--- src/rtl/collide_pkg.sv ---
// Shared constants for the AABB collision scanner.
// State encodings, default geometry and the per-slot bus slice helper.
package collide_pkg;

    localparam logic [1:0] ST_IDLE = 2'd0;
    localparam logic [1:0] ST_SCAN = 2'd1;
    localparam logic [1:0] ST_FIN  = 2'd2;

    localparam int DEF_COORD_W = 9;
    localparam int DEF_NUM_OBJ = 8;

    function automatic int slot_off(input int i, input int w);
        return i * w;
    endfunction

endpackage

--- src/rtl/collide_scan_overlap.sv ---
// Combinational strict AABB overlap test with widened sums.
// Touching edges and zero-sized boxes never overlap.
module aabb_overlap #(
    parameter int COORD_W = 9
) (
    input  logic [COORD_W-1:0] ax,
    input  logic [COORD_W-1:0] ay,
    input  logic [COORD_W-1:0] aw,
    input  logic [COORD_W-1:0] ah,
    input  logic [COORD_W-1:0] bx,
    input  logic [COORD_W-1:0] by,
    input  logic [COORD_W-1:0] bw,
    input  logic [COORD_W-1:0] bh,
    output logic               overlap
);

    logic [COORD_W:0] axe, aye, bxe, bye;
    logic [COORD_W:0] ax2, ay2, bx2, by2;
    logic             nonzero;

    assign axe = {1'b0, ax};
    assign aye = {1'b0, ay};
    assign bxe = {1'b0, bx};
    assign bye = {1'b0, by};

    // One extra bit keeps right/bottom edges from wrapping.
    assign ax2 = axe + {1'b0, aw};
    assign ay2 = aye + {1'b0, ah};
    assign bx2 = bxe + {1'b0, bw};
    assign by2 = bye + {1'b0, bh};

    assign nonzero = (aw != '0) && (ah != '0) && (bw != '0) && (bh != '0);

    assign overlap = nonzero
                   && (axe < bx2) && (ax2 > bxe)
                   && (aye < by2) && (ay2 > bye);

endmodule

--- src/rtl/collide_scan.sv ---
// Sequential probe-vs-objects AABB scanner, one slot per clock.
// Define COLLIDE_EARLY_EXIT_EN to stop the scan at the first hit.
module collide_scan
    import collide_pkg::*;
#(
    parameter  int COORD_W = DEF_COORD_W,
    parameter  int NUM_OBJ = DEF_NUM_OBJ,
    localparam int IDX_W   = $clog2(NUM_OBJ)
) (
    input  logic                       clk,
    input  logic                       rst,
    input  logic                       start,
    input  logic                       en,
    input  logic [COORD_W-1:0]         px,
    input  logic [COORD_W-1:0]         py,
    input  logic [COORD_W-1:0]         pw,
    input  logic [COORD_W-1:0]         ph,
    input  logic [NUM_OBJ*COORD_W-1:0] obj_x,
    input  logic [NUM_OBJ*COORD_W-1:0] obj_y,
    input  logic [NUM_OBJ*COORD_W-1:0] obj_w,
    input  logic [NUM_OBJ*COORD_W-1:0] obj_h,
    input  logic [NUM_OBJ-1:0]         obj_valid,
    output logic                       busy,
    output logic                       done,
    output logic                       hit_any,
    output logic [NUM_OBJ-1:0]         hit_mask,
    output logic [IDX_W-1:0]           hit_idx
);

`ifdef COLLIDE_EARLY_EXIT_EN
    localparam bit EARLY = 1'b1;
`else
    localparam bit EARLY = 1'b0;
`endif

    logic [1:0]               state;
    logic [IDX_W-1:0]         ptr;
    logic [COORD_W-1:0]       s_px, s_py, s_pw, s_ph;
    logic [NUM_OBJ*COORD_W-1:0] s_ox, s_oy, s_ow, s_oh;
    logic [NUM_OBJ-1:0]       s_valid;
    logic [COORD_W-1:0]       cx, cy, cw, ch;
    logic                     ov, hit_now, last;

    assign cx = s_ox[slot_off(int'(ptr), COORD_W) +: COORD_W];
    assign cy = s_oy[slot_off(int'(ptr), COORD_W) +: COORD_W];
    assign cw = s_ow[slot_off(int'(ptr), COORD_W) +: COORD_W];
    assign ch = s_oh[slot_off(int'(ptr), COORD_W) +: COORD_W];

    aabb_overlap #(.COORD_W(COORD_W)) u_ov (
        .ax(s_px), .ay(s_py), .aw(s_pw), .ah(s_ph),
        .bx(cx),   .by(cy),   .bw(cw),   .bh(ch),
        .overlap(ov)
    );

    assign hit_now = ov && s_valid[ptr];
    assign last    = (ptr == IDX_W'(NUM_OBJ - 1));
    assign hit_any = |hit_mask;

    always_comb begin
        hit_idx = '0;
        for (int i = NUM_OBJ - 1; i >= 0; i--) begin
            if (hit_mask[i]) hit_idx = IDX_W'(i);
        end
    end

    // Snapshot isolates the scan from input changes.
    always_ff @(posedge clk) begin
        if (state == ST_IDLE && start && !rst) begin
            s_px    <= px;
            s_py    <= py;
            s_pw    <= pw;
            s_ph    <= ph;
            s_ox    <= obj_x;
            s_oy    <= obj_y;
            s_ow    <= obj_w;
            s_oh    <= obj_h;
            s_valid <= obj_valid;
        end
    end

    always_ff @(posedge clk) begin
        if (rst) begin
            state    <= ST_IDLE;
            busy     <= 1'b0;
            done     <= 1'b0;
            hit_mask <= '0;
            ptr      <= '0;
        end else begin
            done <= 1'b0;
            case (state)
                ST_IDLE: begin
                    if (start) begin
                        hit_mask <= '0;
                        ptr      <= '0;
                        busy     <= 1'b1;
                        state    <= en ? ST_SCAN : ST_FIN;
                    end
                end
                ST_SCAN: begin
                    if (hit_now) hit_mask[ptr] <= 1'b1;
                    ptr <= ptr + IDX_W'(1);
                    if (last || (EARLY && hit_now)) state <= ST_FIN;
                end
                ST_FIN: begin
                    done  <= 1'b1;
                    busy  <= 1'b0;
                    state <= ST_IDLE;
                end
                default: state <= ST_IDLE;
            endcase
        end
    end

endmodule

--- config.mk ---
export PLATFORM = sky130hd
export DESIGN_NAME = collide_scan
export DESIGN_NICKNAME = d
export VERILOG_FILES = /design/src/rtl/collide_pkg.sv /design/src/rtl/collide_scan_overlap.sv /design/src/rtl/collide_scan.sv
export SDC_FILE = /design/constraint.sdc
export NUM_CORES = 1
export LEC_CHECK = 0
export CAP_MARGIN = 20
export CORE_UTILIZATION = 54
export DETAILED_ROUTE_END_ITERATION = 12
export GPL_TIMING_DRIVEN = 0
export PLACE_DENSITY = 0.88
export SYNTH_ARGS = -nofsm -noshare
export SYNTH_HDL_FRONTEND = slang
export SYNTH_SLANG_ARGS = --single-unit
--- constraint.sdc ---
create_clock -name clk -period 49.9 [get_ports clk]
set_input_delay 7.485 -clock clk [delete_from_list [all_inputs] [get_ports clk]]
set_output_delay 7.485 -clock clk [all_outputs]
set_load 0.02 [all_outputs]
# After elaboration in Yosys (flattened, before gate mapping)
# Cells that the tools add are included.
# word_totals
out_inout_bits,14
latch_bits,0
wordCells,85
memories,0
input_bits,336
romBits,0
reg_bits,347
ramBits,0
# classes
mul,1
addsub,5
n_reduce_logical,24
bitwise_logic,1
div_mod_pow,0
mux,24
order_cmp,6
n_shift,4
eq_ne,6
# ops
cell,n
$shiftx 72x32->9,3
$shiftx 72x8->9,1
$add 9x9->10,4
$reduce_bool 9->1,4
$mux 3,9
$gt 10x9->1,2
$lt 9x10->1,2
$mux 8,2
$pmux 8 s2,1
$logic_and 1x1->1,11
$or 8x8->8,1
$reduce_or 8->1,1
$mul 3x4->7 const B,1
$mux 2,3
$ne 2x2->1 const B,3
$pmux 3 s2,1
$reduce_and 2->1,3
$lt 3x4->1 const B,1
$mux 1,4
$pmux 2 s2,1
$reduce_bool 2->1,2
$add 3x1->3 const B,1
$bmux 1 s3,1
$demux 1 s3,1
8 further kinds,8

# Depth between registers and ports, before layout
# Gate-level depths: netlist of the first run.
# logic_depth
word_depth,12
ltp_mapped,25
depth_no_buf,21

# Modules after synthesis
# From an unflattened synthesis of the first run, not the netlist that was laid out.
# unflattened
hier_cells,986
area_unflattened_um2,15247.1
# by_module_without_submodules
module,seq_area_each_um2,cells_each,n_inst,area_each_um2
collide_scan,10269.8,694,1,13011.2
aabb_overlap,0.0,292,1,2235.9

# Least setup slack after synthesis of the first run
# Ideal clock, no wire load.
# synth_path
path_kind,input-to-reg
start,input port rst
end,"register s_oh[0], enable pin"
setup_time_ns,1.432
required_time_ns,48.467
path_buffers,1
arrival_time_ns,30.223
setup_slack_ns,18.244
stages,2
path_cell_list,clkbuf_1 > nor3_1
# synth_between
elab_chain_cells,2
# synth_lines
element,line_no,text
from (decl),collide_scan.sv:11,"input logic rst,"
$logic_not 1->1,collide_scan.sv:68,if (state == ST_IDLE && start && !rst) begin
$logic_and 1x1->1,collide_scan.sv:68,
to (signal assigned),collide_scan.sv:76,s_oh <= obj_h;
to (decl),collide_scan.sv:39,"logic [NUM_OBJ*COORD_W-1:0] s_ox, s_oy, s_ow, s_oh;"
# No other way between the ends.
# A chain may end at the register's enable or synchronous reset.

# Final worst setup path of the first run
# layout_path
start,input port start
end,"register s_oh[13], enable pin"
# layout_between
elab_chain_cells,2
# layout_lines
element,line_no,text
from (decl),collide_scan.sv:12,"input logic start,"
$logic_and 1x1->1 (2 in a row),collide_scan.sv:68,
# No other way between the ends.

==> results.yml, run 1 <==
floorplanning:
  pin_count: 350
  dieArea_um2: 28700
  fp.dieH_um: 169
  row_count: 60
  core_area_um2: 27300
  die_width_um: 169
  initial_core_util_pct: 55.6
critical_path:
  rr_worst_depth: 24
  crit_chain: "clkdlybuf4s50_1 -> nand2_1 -> nor3_2 -> buf_6 -> buf_6 -> buf_6 -> buf_6 -> buf_4 -> buf_6 -> buf_6"
  crit_arrival_ns: 10.26
  cp-end-kind: "register"
  cp_data_required_time_ns: 50.12
  startpoint_type: "primary input"
  r2r_start: "ptr[1]"
  critPathMaxStageDelay_ns: 0.59
  critPathKind: "in2reg"
  regToRegSetupSlack_ns: 43.70
  crit_fanout: 14
  slowest_stage: "nor3_2"
  crit_path_frequent_cell: "buf_6"
  cp_top_family: "buffers and inverters"
  reg2reg_to: "hit_mask[2]"
  crit_buf_inv: 8
sta:
  finalSetupViolations: 0
  min_period_ns: 10.05
  tightest_slew_ns: 0.894
  finalHoldViolCount: 0
  whs_ns: 0.515
  layout_setup_ws_ns: 39.85
  slew_viol_final: 0
  rsz0062_at_grt: "false"
  period_share_pct: 20.1
  fin_skew_ns: 0.0194
  max_slew_margin_pct: 38.8
  fmax_mhz: 99.5
  fin_tns_setup_ns: 0
clock_network:
  h-tree-depth: 2
  clock-sinks: 347
  cts.repair.resized: 0
  clockBufferDepth: 3
  cts_tree: "built"
  cts-hold-fix-buffers: 0
  clkTransAtPathRegs_ns: 0.06
  cts_setup_buffers: 0
  clk_latency_ns: 0.52
  cts-root-buf: "clkbuf_16"
  cts_buffers: 36
global_route:
  grt_pass1_vias: 11100
  grt_max_degree: 16
  antenna_found_initial: 6
  grt_pass1_wl_um: 64800
  track_usage_pct: 30.9
  grt-ovfl-total: 0
detailed_routing:
  vias: 10700
  drt_pass1_iterations: 5
  routed_wl_um: 44200
  antenna_left: 0
  drc: 0
  routedWlPerCell_um: 24.5
  first_iter_violations: 972
  vias_per_cell: 5.95
min_path:
  min_from: "hit_mask[5]"
  hold_path_depth: 2
  hold_end: "hit_mask[5]"
  hold_path_class: "reg2reg"
placement:
  post-place-ws_ns: 39.43
  gp_congestion: 0.875
  portBuffers: 348
  place_hpwl_um: 33000
logic_synthesis:
  synth_simple_gate_area_share_pct: 6.39
  async_reset_ff_share_pct: 0
  synth_seq_area_share_pct: 67.8
  synth_compound_area_share_pct: 10.0
  synthFlopType: "edfxtp_1"
  ys_ff_latch: 347
  yosys-top-cells-count: "edfxtp_1 (332), ha_1 (72), nand2_1 (52), a22oi_1 (46), nor2_1 (43)"
  synth_cell_types: 71
  synth_top_area_share_pct: 65.8
  synth_edf_count: 332
  synth_mux_area_share_pct: 5.73
  synthAdderAreaFrac_pct: 6.48
  synth-xor-area-share_pct: 1.33
  yosysWarnings: 0
  avgSynthCellArea_um2: 15.5
  synthCells: 979
  yosysMostFrequentCell: "edfxtp_1"
  synthesis.nets: 1391
  synth_top_cell_by_area: "edfxtp_1"
  synth_area_leaders: "edfxtp_1 (66%), ha_1 (5.9%), mux4_2 (2.7%)"
  synth_top_family_by_area: "compound AO/OA/AOI/OAI gates"
  netlist_area_um2: 15100
layout:
  n_fill_cell: 1557
  nNetsFinal: 1807
  area_growth_pct: 36.2
  layout-drive-gt1-share_pct: 10.3
power_and_ir_drop:
  p_leak_nw: 7.34
  peakVddDrop_v: 0.0000313
  power_density_nw_per_um2: 34.1
run_status:
  status: "finished, final reports clean"
job:
  drv_cap: 0
metal layers:
layer	up-vias	GRT usage (%)	part of all wire, %
li1	4720	-	-
met5	-	0	0
met2	563	55.0	52
met4	0	12.8	4.2
met1	5309	37.6	37
met3	125	4.80	6.9
cell usage in the layout, fill, tap and decap left out, types with 5 or more instances in the layout:
cell type,count
o21ai_1,8
a221oi_1,15
clkinv_1,11
nand4_1,6
xor2_1,11
clkbuf_16,40
clkinv_2,5
nand2b_1,13
nor3_1,20
ha_1,72
inv_1,35
mux2i_1,23
a31oi_1,8
o21a_1,6
a211oi_1,6
mux4_2,18
xnor2_1,12
nand2_1,52
a22o_1,17
buf_6,30
nor2_1,43
nor2b_1,10
mux2_2,9
a22oi_1,46
and3_1,6
buf_4,6
diode_2,7
mux2_1,5
clkbuf_1,13
a21o_1,14
buf_2,18
dfxtp_1,15
o21ai_0,23
a21oi_1,37
and4_1,5
edfxtp_1,332
clkdlybuf4s50_1,348
nor4_1,11
kinds of logic (layout without fill, tap and decap cells):
group | Yosys count | count (layout)
DFF | 347 | 347
and+or+nand+nor | 186 | 186
adders and majority gates | 76 | 76
xor gates and xnor gates | 23 | 23
other | 0 | 7
buffers and inverters | 73 | 517
AOI/OAI and AO/OA | 216 | 216
muxes | 58 | 58
tightest hold or removal path: stages, from the launching register on:
cell	delay, ns
dfxtp_1	0.35
nand2_1	0.07
o21ai_1	0.06
area by class of cell:
type                            instances  area, um2  share of cell area (%)
Timing Repair Buffer                  378       3800                    18.4
Inverter                               39        146                   0.710
Buffer                                 34        193                   0.934
Antenna cell                            7       17.5                  0.0849
Sequential cell                       347      10300                    49.8
Tap cell                              372        465                    2.26
Multi-Input combinational cell        559       4540                    22.0
Clock buffer                           45       1030                    4.99
Clock inverter                         21        161                   0.783
stage by stage:
stage / power (W) / cell area [um2] / std cells / util [%]
after floorplan: 0.000402 / 15100 / 979 / -
after CTS: 0.000704 / 20600 / 1794 / 75.6
after global placement: 0.000446 / 19100 / 1699 / 70.1
after global routing: 0.000725 / 20600 / 1802 / 75.7
final: 0.000703 / 20600 / 1802 / 75.7
after detailed placement: 0.000438 / 19400 / 1728 / 71.2
sequential cells by signal (all words and copies together), names as in the netlist:
| register | count |
|---|---|
| s_oh | 72 |
| s_ow | 72 |
| s_ox | 72 |
| s_oy | 72 |
| s_ph | 9 |
| s_pw | 9 |
| s_px | 9 |
| s_py | 9 |
| hit_mask | 8 |
| s_valid | 8 |
| ptr | 3 |
| state | 2 |
| busy | 1 |
| done | 1 |
worst max-delay path by stage:
stage,start,to,slack [ns],cells past startpoint
final,start,s_oh[13],39.85,10
after detailed placement,start,s_oy[30],39.43,10
after global routing,start,s_oy[37],39.76,10
after global placement,start,s_ox[40],11.10,3
after CTS,start,s_ox[13],39.89,10
after floorplan,rst,s_oh[0],18.24,2
power breakdown:
part	switching (W)	internal (W)
sequential	0.00000524	0.000335
combinational	0.0000447	0.0000501
clock	0.000111	0.000157
total	0.000161	0.000542
Note: power is estimated with default switching activity, not from simulation.
==> inputs of run 2 (changes only) <==
--- a/config.mk
+++ b/config.mk
@@ -6,10 +6,10 @@
 export NUM_CORES = 1
 export LEC_CHECK = 0
 export CAP_MARGIN = 20
-export CORE_UTILIZATION = 54
+export CORE_UTILIZATION = 50
 export DETAILED_ROUTE_END_ITERATION = 12
 export GPL_TIMING_DRIVEN = 0
-export PLACE_DENSITY = 0.88
+export PLACE_DENSITY = 0.83
 export SYNTH_ARGS = -nofsm -noshare
 export SYNTH_HDL_FRONTEND = slang
 export SYNTH_SLANG_ARGS = --single-unit
==> constraint.sdc (replaced) <==
create_clock -name clk -period 10.3 [get_ports clk]
set_input_delay 1.545 -clock clk [delete_from_list [all_inputs] [get_ports clk]]
set_output_delay 1.545 -clock clk [all_outputs]
set_load 0.02 [all_outputs]
==> results.yml, run 2 (synthesis gave the netlist of run 1 again) <==
run_status:
  status: "finished, final reports clean"
power_and_ir_drop:
  p_leak_nw: 7.33
  peakVddDrop_v: 0.000157
  power_density_nw_per_um2: 162
global_route:
  grt_pass1_vias: 10800
  grt_pass1_wl_um: 62200
  grt-ovfl-total: 0
  grt_max_degree: 24
  antenna_found_initial: 6
  track_usage_pct: 27.2
detailed_routing:
  first_iter_violations: 758
  drt_pass1_iterations: 4
  antenna_left: 0
  routedWlPerCell_um: 23.6
  vias_per_cell: 5.74
  drc: 0
  routed_wl_um: 42600
  vias: 10400
critical_path:
  critPathMaxStageDelay_ns: 0.70
  startpoint_type: "register"
  worst-path-stages: 24
  crit_buf_inv: 6
  critPathKind: "reg2reg"
  crit_fanout: 10
  crit_chain: "buf_2 -> buf_4 -> buf_6 -> buf_4 -> nor3_2 -> clkbuf_1 -> a22oi_1 -> nand4_1 -> ha_1 -> inv_1 -> fa_1 -> nor2b_1 -> o21ai_0 -> nand2_1 -> a21o_1 -> a21o_1 -> a31oi_1 -> xor2_1 -> ha_1 -> a2111oi_0 -> o21ai_0 -> a32oi_1 -> nand2_1 -> o21ai_1"
  cp_data_required_time_ns: 10.73
  cp_top_family: "compound AO/OA/AOI/OAI gates"
  crit_arrival_ns: 6.52
  cp-end-kind: "register"
  rr_worst_depth: 24
  slowest_stage: "a32oi_1"
clock_network:
  cts.repair.resized: 0
  h-tree-depth: 2
  clkTransAtPathRegs_ns: 0.06
  clock-sinks: 347
  cts_buffers: 37
  cts-root-buf: "clkbuf_16"
  clockBufferDepth: 3
  cts_setup_buffers: 0
  cts_tree: "built"
  cts-hold-fix-buffers: 0
  clk_latency_ns: 0.53
sta:
  finalHoldViolCount: 0
  min_period_ns: 6.09
  period_share_pct: 59.2
  fmax_mhz: 164
  fin_tns_setup_ns: 0
  max_slew_margin_pct: 31.2
  tightest_slew_ns: 1.03
  fin_skew_ns: 0.0273
  slew_viol_final: 0
  rsz0062_at_grt: "false"
  finalSetupViolations: 0
placement:
  dp_cells: 1736
  placed_cell_area_um2: 19600
  gp_congestion: 0.938
  place_hpwl_um: 32500
  portBuffers: 348
layout:
  design_area_um2: 20700
  area_growth_pct: 36.7
  nNetsFinal: 1798
  layout-drive-gt1-share_pct: 9.21
  final_common_cell: "clkdlybuf4s50_1"
  mostFrequentLayoutCells: "clkdlybuf4s50_1 (348), edfxtp_1 (332), ha_1 (72), nand2_1 (52), a22oi_1 (46)"
  n_fill_cell: 1925
  instances_no_fill: 1807
floorplanning:
  fp.dieH_um: 176
  dieArea_um2: 31000
  die_width_um: 176
  pin_count: 350
  initial_core_util_pct: 51.0
  row_count: 63
  core_area_um2: 29700
min_path:
  hold_path_class: "reg2reg"
  hold_path_depth: 2
job:
  drv_cap: 0
-- run 2: changes by cell type in the layout (fill, tap and decap cells not counted), sizes merged --
cell      delta
buf         -10
diode        -1
inv          +2
clkinv       -7
bufinv       -1
clkinvlp     -2
clkbuf       +6
-- run 2: final timing paths --
check,slack (ns),start,endpoint
max,4.21,ptr[1],hit_mask[6]
min,0.50,hit_mask[0],hit_mask[0]
min reg2reg,0.50,hit_mask[0],hit_mask[0]
max reg2reg,4.21,ptr[1],hit_mask[6]
-- run 2: per-layer routing --
metal  share of wire [%]  GRT usage [%]
met3                 5.7           3.60
met2                  51           47.4
met4                 3.3           10.1
met1                  40           34.7
met5                   0              0
-- run 2: layout make-up --
class	count	area, um2	share of cell area, %
Buffer	34	193	0.931
Multi-Input combinational cell	559	4550	22.0
Timing Repair Buffer	368	3930	19.0
Clock inverter	13	119	0.574
Antenna cell	6	15.0	0.0725
Clock buffer	51	1000	4.83
Inverter	39	146	0.707
Tap cell	390	488	2.36
Sequential cell	347	10300	49.6
-- run 2: per-stage QoR --
stage | power (W) | util, % | setup WS [ns] | hold slack [ns]
2_1_floorplan | 0.00191 | - | 0.178 | 0.465
3_3_place_gp | 0.00211 | 64.4 | -2.67 | 0.493
3_5_place_dp | 0.00213 | 65.8 | 4.22 | 0.495
4_1_cts | 0.00337 | 69.6 | 4.16 | 0.504
5_1_grt | 0.00347 | 69.7 | 3.68 | 0.542
6_report | 0.00335 | 69.7 | 4.21 | 0.505
-- run 2: power breakdown --
part | internal [W] | total, W | switching [W]
Clock | 0.000709 | 0.00125 | 0.000537
Sequential | 0.00162 | 0.00165 | 0.0000248
Combinational | 0.000250 | 0.000462 | 0.000212
Total | 0.00258 | 0.00335 | 0.000774
-- run 2: worst reg2reg max path: stages (launching register included) --
cell,delay [ns]
dfxtp_1,0.31
buf_2,0.18
buf_4,0.22
buf_6,0.17
buf_4,0.18
nor3_2,0.64
clkbuf_1,0.63
a22oi_1,0.20
nand4_1,0.25
ha_1,0.25
inv_1,0.07
fa_1,0.39
nor2b_1,0.13
o21ai_0,0.08
nand2_1,0.10
a21o_1,0.12
a21o_1,0.14
a31oi_1,0.10
xor2_1,0.15
ha_1,0.19
a2111oi_0,0.32
o21ai_0,0.15
a32oi_1,0.70
nand2_1,0.15
o21ai_1,0.17
